<file path="src/rtl/hazard_ctrl_unit_pkg.sv">
// Shared types and defaults for the load-use / control hazard unit.
// State encodings, default parameters and the output control bundle live here.
package hazard_ctrl_unit_pkg;

  localparam int HZ_REG_ADDR_WIDTH    = 5;
  localparam int HZ_LOAD_STALL_CYCLES = 1;
  localparam int HZ_PERF_WIDTH        = 32;

  typedef enum logic {
    HZ_RUN      = 1'b0,
    HZ_LD_STALL = 1'b1
  } hz_state_e;

  typedef struct packed {
    logic pc_write;
    logic if_id_write;
    logic if_id_flush;
    logic ctrl_sel;
  } hz_ctrl_t;

  localparam hz_ctrl_t HZ_CTRL_PASS  = '{pc_write: 1'b1, if_id_write: 1'b1, if_id_flush: 1'b0, ctrl_sel: 1'b1};
  localparam hz_ctrl_t HZ_CTRL_STALL = '{pc_write: 1'b0, if_id_write: 1'b0, if_id_flush: 1'b0, ctrl_sel: 1'b0};
  localparam hz_ctrl_t HZ_CTRL_FLUSH = '{pc_write: 1'b1, if_id_write: 1'b1, if_id_flush: 1'b1, ctrl_sel: 1'b0};

  // Stall down-counter width; never narrower than one bit.
  function automatic int cnt_width(input int n);
    int w;
    w = $clog2(n + 1);
    return (w < 1) ? 1 : w;
  endfunction

endpackage

</file>
<file path="src/rtl/hazard_ctrl_unit_sat_counter.sv">
// Saturating up-counter with synchronous clear; clear has priority over increment.
// Used for the stall-cycle performance counter and other perf counters.
module sat_counter
  import hazard_ctrl_unit_pkg::*;
#(
  parameter int WIDTH = HZ_PERF_WIDTH
) (
  input  logic             clk,
  input  logic             rst_n,
  input  logic             clr,
  input  logic             inc,
  output logic [WIDTH-1:0] cnt
);

  logic [WIDTH-1:0] r_cnt;
  logic             w_full;

  assign w_full = &r_cnt;
  assign cnt    = r_cnt;

  // Count register: holds at all-ones instead of wrapping.
  always_ff @(posedge clk or negedge rst_n) begin
    if (!rst_n) begin
      r_cnt <= '0;
    end else if (clr) begin
      r_cnt <= '0;
    end else if (inc && !w_full) begin
      r_cnt <= r_cnt + WIDTH'(1);
    end else begin
      r_cnt <= r_cnt;
    end
  end

endmodule

</file>
<file path="src/rtl/hazard_ctrl_unit.sv">
// Load-use / control hazard unit beside the ID stage: stalls PC and IF/ID on a load-use
// hazard for LOAD_STALL_CYCLES cycles, flushes on a taken branch, and counts stall cycles.
module hazard_ctrl_unit
  import hazard_ctrl_unit_pkg::*;
#(
  parameter int REG_ADDR_WIDTH    = HZ_REG_ADDR_WIDTH,
  parameter int LOAD_STALL_CYCLES = HZ_LOAD_STALL_CYCLES,
  parameter int PERF_WIDTH        = HZ_PERF_WIDTH
) (
  input  logic                      clk,
  input  logic                      rst_n,
  input  logic [REG_ADDR_WIDTH-1:0] IF_ID_rs1,
  input  logic [REG_ADDR_WIDTH-1:0] IF_ID_rs2,
  input  logic                      IF_ID_rs1_used,
  input  logic                      IF_ID_rs2_used,
  input  logic [REG_ADDR_WIDTH-1:0] ID_EX_rd,
  input  logic                      ID_EX_mem_rd_en,
  input  logic                      ID_EX_reg_wr_en,
  input  logic                      EX_branch_taken,
  input  logic                      perf_clr,
  output logic                      pc_write,
  output logic                      IF_ID_write,
  output logic                      IF_ID_flush,
  output logic                      ctrl_sel,
  output logic                      stall_active,
  output logic [PERF_WIDTH-1:0]     perf_stall_cnt
);

  localparam int               CNT_W    = cnt_width(LOAD_STALL_CYCLES);
  localparam logic [CNT_W-1:0] CNT_LOAD = CNT_W'(LOAD_STALL_CYCLES - 1);
  localparam logic [CNT_W-1:0] CNT_ONE  = CNT_W'(1);
  localparam bit               MULTI    = (LOAD_STALL_CYCLES > 1);

  hz_state_e        r_state;
  hz_state_e        w_state_nxt;
  logic [CNT_W-1:0] r_cnt;
  logic [CNT_W-1:0] w_cnt_nxt;
  hz_ctrl_t         w_ctrl;
  logic             w_stall_active;
  logic             w_rs1_hit;
  logic             w_rs2_hit;
  logic             w_hz;
  logic             w_stall_cycle;

  // Unused operands are masked before the compare so X on an idle field cannot leak into hz.
  assign w_rs1_hit = IF_ID_rs1_used ? (ID_EX_rd == IF_ID_rs1) : 1'b0;
  assign w_rs2_hit = IF_ID_rs2_used ? (ID_EX_rd == IF_ID_rs2) : 1'b0;
  assign w_hz      = (ID_EX_mem_rd_en && ID_EX_reg_wr_en) ?
                     ((ID_EX_rd != '0) && (w_rs1_hit || w_rs2_hit)) : 1'b0;

  // State and stall down-counter registers.
  always_ff @(posedge clk or negedge rst_n) begin
    if (!rst_n) begin
      r_state <= HZ_RUN;
      r_cnt   <= '0;
    end else begin
      r_state <= w_state_nxt;
      r_cnt   <= w_cnt_nxt;
    end
  end

  // Next state: the RUN cycle that detects the hazard is the first of the N stall cycles.
  always_comb begin
    w_state_nxt = r_state;
    w_cnt_nxt   = r_cnt;
    case (r_state)
      HZ_RUN: begin
        if (EX_branch_taken) begin
          w_state_nxt = HZ_RUN;
          w_cnt_nxt   = '0;
        end else if (w_hz && MULTI) begin
          w_state_nxt = HZ_LD_STALL;
          w_cnt_nxt   = CNT_LOAD;
        end else begin
          w_state_nxt = HZ_RUN;
          w_cnt_nxt   = '0;
        end
      end
      HZ_LD_STALL: begin
        if (EX_branch_taken || (r_cnt <= CNT_ONE)) begin
          w_state_nxt = HZ_RUN;
          w_cnt_nxt   = '0;
        end else begin
          w_state_nxt = HZ_LD_STALL;
          w_cnt_nxt   = r_cnt - CNT_ONE;
        end
      end
      default: begin
        w_state_nxt = HZ_RUN;
        w_cnt_nxt   = '0;
      end
    endcase
  end

  // Mealy outputs; held at pass-through values while reset is asserted.
  always_comb begin
    w_ctrl         = HZ_CTRL_PASS;
    w_stall_active = 1'b0;
    if (!rst_n) begin
      w_ctrl         = HZ_CTRL_PASS;
      w_stall_active = 1'b0;
    end else begin
      case (r_state)
        HZ_RUN: begin
          w_stall_active = 1'b0;
          if (EX_branch_taken) begin
            w_ctrl = HZ_CTRL_FLUSH;
          end else if (w_hz) begin
            w_ctrl = HZ_CTRL_STALL;
          end else begin
            w_ctrl = HZ_CTRL_PASS;
          end
        end
        HZ_LD_STALL: begin
          w_stall_active = 1'b1;
          if (EX_branch_taken) begin
            w_ctrl = HZ_CTRL_FLUSH;
          end else begin
            w_ctrl = HZ_CTRL_STALL;
          end
        end
        default: begin
          w_ctrl         = HZ_CTRL_PASS;
          w_stall_active = 1'b0;
        end
      endcase
    end
  end

  assign pc_write      = w_ctrl.pc_write;
  assign IF_ID_write   = w_ctrl.if_id_write;
  assign IF_ID_flush   = w_ctrl.if_id_flush;
  assign ctrl_sel      = w_ctrl.ctrl_sel;
  assign stall_active  = w_stall_active;
  assign w_stall_cycle = ~w_ctrl.pc_write;

  sat_counter #(
    .WIDTH (PERF_WIDTH)
  ) u_perf_cnt (
    .clk   (clk),
    .rst_n (rst_n),
    .clr   (perf_clr),
    .inc   (w_stall_cycle),
    .cnt   (perf_stall_cnt)
  );

endmodule

</file>
<file path="config.mk">
export PLATFORM = sky130hd
export DESIGN_NAME = hazard_ctrl_unit
export DESIGN_NICKNAME = d
export VERILOG_FILES = /design/src/rtl/hazard_ctrl_unit_pkg.sv /design/src/rtl/hazard_ctrl_unit_sat_counter.sv /design/src/rtl/hazard_ctrl_unit.sv
export SDC_FILE = /design/constraint.sdc
export NUM_CORES = 1
export LEC_CHECK = 0
export BUFFER_PORTS_ARGS = -buffer_cell sky130_fd_sc_hd__buf_2
export CORE_ASPECT_RATIO = 2
export CORE_MARGIN = 2
export CORE_UTILIZATION = 40
export DETAILED_ROUTE_END_ITERATION = 8
export PLACE_DENSITY = 0.67
export SYNTH_ARGS = -nofsm -noshare
export SYNTH_HDL_FRONTEND = slang
export SYNTH_SLANG_ARGS = --single-unit
</file>
<file path="constraint.sdc">
create_clock -name clk -period 2.4 [get_ports clk]
set_clock_uncertainty 0.2 [all_clocks]
set_input_delay 0.48 -clock clk [delete_from_list [all_inputs] [get_ports clk]]
set_output_delay 0.48 -clock clk [all_outputs]
set_load 0.01 [all_outputs]
</file>
# Yosys cells after proc, flatten, opt, wreduce, memory -nomap -nowiden

Cells that the tools add are included.

Bitwise gates (word level): 2
Reduce and logical (&&, ||, !) cells: 9
Multiplexer cells: 16
$lt $le $gt $ge: 1
Equality and inequality tests: 2
$add $sub $neg: 2

Operators by type and width:

| cell                  | number |
|---|---|
| $mux 32               | 2 |
| $add 32x1->32 const B | 1 |
| $reduce_and 32->1     | 1 |
| $mux 4                | 4 |
| $eq 5x5->1            | 2 |
| $pmux 4 s2            | 1 |
| $mux 1                | 6 |
| $pmux 1 s2            | 3 |
| $reduce_bool 5->1     | 1 |
| $logic_and 1x1->1     | 3 |
| $logic_or 1x1->1      | 2 |
| $not 1->1             | 2 |
| $reduce_bool 2->1     | 1 |
| $le 1x1->1 const B    | 1 |
| $logic_not 1->1       | 1 |
| $sub 1x1->1 const B   | 1 |

Output and inout port bits: 37
Logic and storage cells: 35
Register bits: 34

# Longest topological paths before layout

Gate-level depths: netlist of run 1.

Word-level depth: 13
Gate-level depth with buffers: 9

# By module

A second synthesis of run 1 with hierarchy kept.

Cell total of the unflattened synthesis: 216
Area total of the unflattened synthesis: 2,050.7 sq um

Modules (own cells, without submodules):

| module           | area each (sq um) | cells an instance | times used | sequential area each (sq um) |
|---|---|---|---|---|
| sat_counter      | 1,865.5           | 190               | 1          | 800.8 |
| hazard_ctrl_unit | 185.2             | 26                | 1          | 0.0 |

# Worst setup path after synthesis of run 1

No wires, ideal clock.

Kind: input port to output port
Start point: input ID_EX_rd[1]
End point: output pc_write
Slack: 0.043 ns
Arrival time: 1.677 ns
Stages: 7
Data required time: 1.720 ns
Cells stage by stage: xnor2_1 -> nand4_1 -> o22ai_1 -> buf_2 -> o2111a_1 -> nand3b_1 -> buf_4

Word-level cells in the longest chain between the ends: 9
Elaborated cells on any way between the ends: 12
Classes of those cells: eq/ne (2); mux (7); reduce/logical (3)

RTL lines:

| what                          | line                                           | source |
|---|---|---|
| start, declared               | hazard_ctrl_unit.sv:16                         | `input logic [REG_ADDR_WIDTH-1:0] ID_EX_rd,` |
| $eq 5x5->1 (on tied branches) | hazard_ctrl_unit.sv:46, hazard_ctrl_unit.sv:47 |  |
| $mux 1 (on tied branches)     | hazard_ctrl_unit.sv:46, hazard_ctrl_unit.sv:47 |  |
| $logic_or 1x1->1              | hazard_ctrl_unit.sv:49                         | `((ID_EX_rd != '0) && (w_rs1_hit \|\| w_rs2_hit)) : 1'b0;` |
| $logic_and 1x1->1 *           | hazard_ctrl_unit.sv:49                         |  |
| $mux 1 *                      | hazard_ctrl_unit.sv:48                         | `assign w_hz = (ID_EX_mem_rd_en && ID_EX_reg_wr_en) ?` |
| $mux 4 *                      | hazard_ctrl_unit.sv:108                        | `end else if (w_hz) begin` |
| $mux 4 *                      | hazard_ctrl_unit.sv:106                        | `if (EX_branch_taken) begin` |
| $pmux 4 s2 *                  | hazard_ctrl_unit.sv:103                        | `case (r_state)` |
| $mux 4 *                      | hazard_ctrl_unit.sv:99                         | `if (!rst_n) begin` |
| end, declared                 | hazard_ctrl_unit.sv:21                         | `output logic pc_write,` |

Every way passes the cells marked *; elsewhere a longest branch is shown, timed or not.

# Worst setup path in the final report of run 1

Start point: input ID_EX_rd[0]
End point: output ctrl_sel

Word-level cells in the longest chain between the ends: 9
Elaborated cells on any way between the ends: 12
Classes of those cells: eq/ne (2); mux (7); reduce/logical (3)

RTL lines:

| what                          | line                                           | source |
|---|---|---|
| $eq 5x5->1 (on tied branches) | hazard_ctrl_unit.sv:46, hazard_ctrl_unit.sv:47 |  |
| $mux 1 (on tied branches)     | hazard_ctrl_unit.sv:46, hazard_ctrl_unit.sv:47 |  |
| $logic_or 1x1->1              | hazard_ctrl_unit.sv:49                         |  |
| $logic_and 1x1->1 *           | hazard_ctrl_unit.sv:49                         |  |
| $mux 1 *                      | hazard_ctrl_unit.sv:48                         |  |
| $mux 4 *                      | hazard_ctrl_unit.sv:108                        |  |
| $mux 4 *                      | hazard_ctrl_unit.sv:106                        |  |
| $pmux 4 s2 *                  | hazard_ctrl_unit.sv:103                        |  |
| $mux 4 *                      | hazard_ctrl_unit.sv:99                         |  |
| end, declared                 | hazard_ctrl_unit.sv:24                         | `output logic ctrl_sel,` |

Marked as above.

==> metrics, run 1 <==
status=completed; number of synthesized flops with an enable pin=0; sequential power share=51.2%; worst slew pin tran=0.640 ns; Die ar.=0.00545 mm^2; synth-to-layout area growth=29.2%; crit path kind=in -> out; Psw=0.251 mW; GRT overflow=0; FF+latch count, synth=32; Final Hold Viols=0; static leakage=1.18 nW; clk_lat worst skew=0.29 ns; crit start category=input port; Die W=53.2 um; Routability Congestion=0.826; Setup violations, final=0; pwr dens=420 mW/mm^2; Final Instance Area=0.00250 mm^2; share of cells above drive strength 1=31.5%; type of the tightest min-delay check=in -> async; crit path cell chain=buf_2 > or4_4 > o2111a_1 > o21ai_1 > buf_2; Mean Syn Cell Area=8.86 um^2; max FFs per register=32; # clock sinks=32; Tot GR Track Use=19.8%; Finished Layout Cells=347; Switching Share=23.8%; Worst Path Arrival=1.66 ns; internal power=0.802 mW; Worst setup EP type=output pin; CTS Buf Count=5; slowest CP cell=or4_4; CP required=1.72 ns; combinational share of power=7.7%; area of the mapped netlist=0.00194 mm^2; Hold Slack=0.0792 ns; Post-Route Setup TNS=0 ns; first-pass GRT wire length=8040 um; Placed Area=0.00238 mm^2; WL/cell=14.6 um; Clock Path Buffers=2; vias=1921; HPWL after DPL=3750 um; # H-tree levels=2; syn nets=243; Pre-antenna DRT Iters=4; Antenna Nets Post-Route=0; CTS Hold Bufs=0; Buffers on Ports=58; vias per inst=5.54; n_diodes=0; Netlist cell types=35; Core Region=0.00464 mm^2; FMAX=428 MHz; starting density of the core=41.8%; cells after synthesis=219; r2r worst-path depth=7; DRC errors left=0; initial antenna violation count=0; top_reg_cell synth=dfrtp_1; Root Driver=clkbuf_8; row count=35; Max IR drop VDD=0.370 mV; clock-pin slew on the worst setup and hold paths=0.07 ns; Post-Place Cells=338; max cap viols=0; num ports=60; post-layout min period=2.34 ns; vias in the first global route=1866; Slew Viols, Final=0; WL final=5070 um; slew margin rel.=57.4%; most frequent CP cell=buf_2; CTS tree=done; sequential area share after synthesis=41.3%; Die Y=102 um; largest net degree at the start of global routing=36; Tot Pwr=1.05 mW; fin crit share=97.4%; ys async rst share=100%; Ys Warns=0; CP max stage delay=0.52 ns; drt initial violations=23; Final Net Count=315; clock network fraction of design power=41.1%; critical path peak fanout=3
## synth_stat cells, drive strengths merged (2+ instances only)
| cell type | instances | area [um^2] |
|---|---|---|
| a21oi | 18 | 90.1 |
| and2 | 5 | 31.3 |
| and3 | 7 | 43.8 |
| and4 | 5 | 43.8 |
| and4b | 2 | 20.0 |
| buf | 6 | 37.5 |
| clkbuf | 4 | 15.0 |
| dfrtp | 32 | 801 |
| nand2 | 20 | 75.1 |
| nand3 | 14 | 75.1 |
| nand3b | 2 | 27.5 |
| nand4 | 10 | 62.6 |
| nor2 | 14 | 52.6 |
| nor2b | 3 | 18.8 |
| nor3 | 2 | 10.0 |
| o21ai | 18 | 90.1 |
| o31ai | 3 | 22.5 |
| or3 | 17 | 106 |
| or4 | 6 | 45.0 |
| xnor2 | 11 | 96.3 |
| xor2 | 9 | 78.8 |
## path summary, 6_finish.rpt
check | start | endpoint | slack [ns]
max in group asynchronous | rst_n | u_perf_cnt.cnt[21] | 1.59
max | ID_EX_rd[0] | ctrl_sel | 0.06
max reg2reg | u_perf_cnt.cnt[0] | u_perf_cnt.cnt[31] | 0.15
min | rst_n | u_perf_cnt.cnt[26] | 0.08
min in group clk | u_perf_cnt.cnt[31] | u_perf_cnt.cnt[31] | 0.38
min reg2reg | u_perf_cnt.cnt[31] | u_perf_cnt.cnt[31] | 0.38
## critical path, delay by kind of cell
family	cells	cell delay (ns)
buf+inv	2	0.26
compound gates	2	0.40
simple gates	1	0.52
## layout make-up
cell class	count	area [um^2]
Inverter	1	3.75
Sequential cell	32	801
Multi-Input combinational cell	176	1100
Tap cell	55	68.8
Clock inverter	2	10.0
Fill cell	468	2140
Clock buffer	6	82.6
Timing Repair Buffer	75	437
## stage by stage
stage               utilization [%]  setup slack [ns]
global placement               51.2           -0.0137
CTS                            53.2           0.00418
floorplan                         -            0.0434
global route                   54.0          -0.00974
finish                         54.0            0.0619
detailed placement             51.2           -0.0650
## routing by layer
metal	routed length, um	track usage [%]
met3	272	3.22
met5	0	0
met1	1860	20.3
met2	2850	37.5
met4	85	8.28
## repair_timing
action,4_1_cts,5_1_grt
endpoints found under the setup margin,0,14
setup buffers,0,1
gates resized for setup,0,7
## cell usage in the layout (no fill, tap or decap), drive strengths merged, types with 9 or more instances in the layout
master,Yosys,final
a21oi,18,18
buf,6,75
dfrtp,32,32
nand2,20,20
nand3,14,14
nand4,10,10
nor2,14,14
o21ai,18,18
or3,17,17
xnor2,11,11
xor2,9,9
## cells by family (layout without fill, tap and decap cells)
logic type / count (synthesis) / after routing / synth area share (%)
and+or+nand+nor: 109 / 109 / 32.6
other: 1 / 1 / 0.193
DFF: 32 / 32 / 41.3
buffers and inverters: 11 / 84 / 2.90
adders and majority gates: 1 / 1 / 0.645
muxes: 2 / 2 / 1.10
xor gates and xnor gates: 20 / 20 / 9.03
AOI/OAI and AO/OA: 43 / 43 / 12.2
## power groups by stage
| stage | registers [mW] | clock network [mW] | logic, mW |
|---|---|---|---|
| final | 0.539 | 0.433 | 0.0814 |
| after CTS | 0.539 | 0.446 | 0.0786 |
| after floorplan | 0.550 | 0 | 0.0347 |
| after global routing | 0.539 | 0.463 | 0.0910 |
| after global placement | 0.549 | 0 | 0.0788 |
| after detailed placement | 0.549 | 0 | 0.0788 |
No activity file was read; power rests on OpenSTA's default activity.
==> inputs of run 2 (changes only) <==
ABC_AREA = 1   (was not set)
PLACE_DENSITY = not set   (was 0.67)
==> run 2 against run 1 <==
Against the previous run: power increased by 36%; die area increased by 36%; sequential power about the same; non-clock buffer count decreased by 15; utilization decreased by 5.3 points; clock power increased by 85%; synthesized area increased by 39%; setup slack improved by 0.19 ns; critical path depth increased by 4; hold slack improved by 0.035 ns; wire length increased by 55%; combinational power increased by 17%; critical endpoint is now u_perf_cnt.cnt[23]; largest cell class unchanged.
==> metrics, run 2 <==
Place WS=0.176 ns; CP required=2.42 ns; DRC errors left=0; CTS tree=done; post-layout min period=2.15 ns; clk_lat worst skew=0.29 ns; Die W=62.0 um; Hold Slack=0.114 ns; area of the mapped netlist=0.00269 mm^2; initial antenna violation count=0; most frequent CP cell=nand4_4; post_cts resized=0; CTS Buf Count=5; first-pass GRT wire length=12700 um; max FFs per register=32; PnR worst setup slack=0.251 ns; WL/cell=13.8 um; Antenna Nets Post-Route=0; Buffers on Ports=58; Worst Path Arrival=2.17 ns; post-synth top area share=29.7%; most frequent cells in the layout=nand2_1, nand3_1, nor2_1, buf_2, inv_1; Synth area leaders=dfrtp_1, nand2_1, nand3_1, nor2_1, inv_1; Netlist cell types=30; Finished Layout Cells=569; synth-to-layout area growth=18.7%; static leakage=1.83 nW; DRT met1 WL=2650 um; starting density of the core=41.0%; Clock Path Buffers=2; row count=42; delay-heaviest family, CP=simple AND/OR/NAND/NOR gates; # H-tree levels=2; Ys Warns=0; fin crit share=89.5%; max cap viols=0; Mean Syn Cell Area=6.32 um^2; CP Buf/Inv Count=0; drt initial violations=172; Routability Congestion=0.896; Worst setup EP type=register; GRT overflow=0; vias=2773; Slew Viols, Final=0; slowest CP cell=dfrtp_1; most common cell after layout, fill and taps aside=nand2_1; Die ar.=0.00744 mm^2; Tot Pwr=1.43 mW; slew margin rel.=64.4%; num ports=60; Setup violations, final=0; top_reg_cell synth=dfrtp_1; FF+latch count, synth=32; n_diodes=0; area leader, netlist=dfrtp_1; Final Hold Viols=0; share of cells above drive strength 1=18.9%; critical path peak fanout=32; ys async rst share=100%; crit path kind=reg -> reg; largest net degree at the start of global routing=33; clock-pin slew on the worst setup and hold paths=0.06 ns; Tot GR Track Use=23.1%; crit start category=register; Root Driver=clkbuf_16; # clock sinks=32; FMAX=465 MHz; number of synthesized flops with an enable pin=0; Final Instance Area=0.00320 mm^2; cells after synthesis=426; Die Y=120 um; Final Net Count=504; vias per inst=4.87; Post-Place Cells=561; sequential area share after synthesis=29.7%; crit path cell chain=ha_1 > nand2_2 > nor2_4 > nand2_4 > nor2_8 > nand4_4 > nand4_4 > nand3_1 > nand2_1; DR WL met2=4660 um; CTS Hold Bufs=0; Max IR drop VDD=0.275 mV; pwr dens=449 mW/mm^2; fin util=48.6%; Post-Route Setup TNS=0 ns; type of the tightest min-delay check=in -> async; DR top layer=met4; worst slew pin tran=0.533 ns; CP max stage delay=0.41 ns; WL final=7840 um; vias in the first global route=2731; syn nets=450; RSZ-0062 raised after global routing=false; count leader, synth=nand2_1; HPWL after DPL=6070 um; Post-synth top cells=nand2_1, nand3_1, nor2_1, inv_1, dfrtp_1; WL met3=242 um; Placed Area=0.00301 mm^2; status=completed; post-CTS setup buffer count=0; Core Region=0.00657 mm^2; Pre-antenna DRT Iters=4
==> run 2: final timing paths <==
kind | from | endpoint | cells past startpoint | slack (ns)
worst min register to register | u_perf_cnt.cnt[31] | u_perf_cnt.cnt[31] | 2 | 0.40
worst max register to register | u_perf_cnt.cnt[1] | u_perf_cnt.cnt[23] | 9 | 0.25
min in group clk | u_perf_cnt.cnt[31] | u_perf_cnt.cnt[31] | 2 | 0.40
worst max-delay path | u_perf_cnt.cnt[1] | u_perf_cnt.cnt[23] | 9 | 0.25
max in group asynchronous | rst_n | u_perf_cnt.cnt[23] | 2 | 1.57
worst min-delay path | rst_n | u_perf_cnt.cnt[22] | 2 | 0.11
==> run 2: metal layers <==
metal	vias to the layer above	GRT usage, %
met2	68	43.8
met4	0	9.71
li1	1428	-
met5	-	0
met1	1261	22.8
met3	16	2.91
==> run 2: layout make-up <==
type	count	area, um^2
multi-input combinational	323	1570
timing repair buffer	60	318
inverter	58	218
tap	88	110
sequential	32	801
clock buffer	7	153
clock inverter	1	30.0
fill	732	3370
==> run 2: kinds of logic (layout without fill, tap and decap cells) <==
group / count (synthesis) / after routing / synth area share (%)
simple gates: 297 / 297 / 50.1
buf+inv: 71 / 126 / 12.1
flops: 32 / 32 / 29.7
xor+xnor: 21 / 21 / 6.83
compound gates: 3 / 3 / 0.604
fa+ha+maj: 1 / 1 / 0.465
other cells: 1 / 1 / 0.139
==> run 2: where the power goes <==
group	switching [mW]	total (mW)	internal, mW
Clock	0.253	0.799	0.547
Combinational	0.0650	0.0956	0.0306
Sequential	0.000106	0.540	0.540
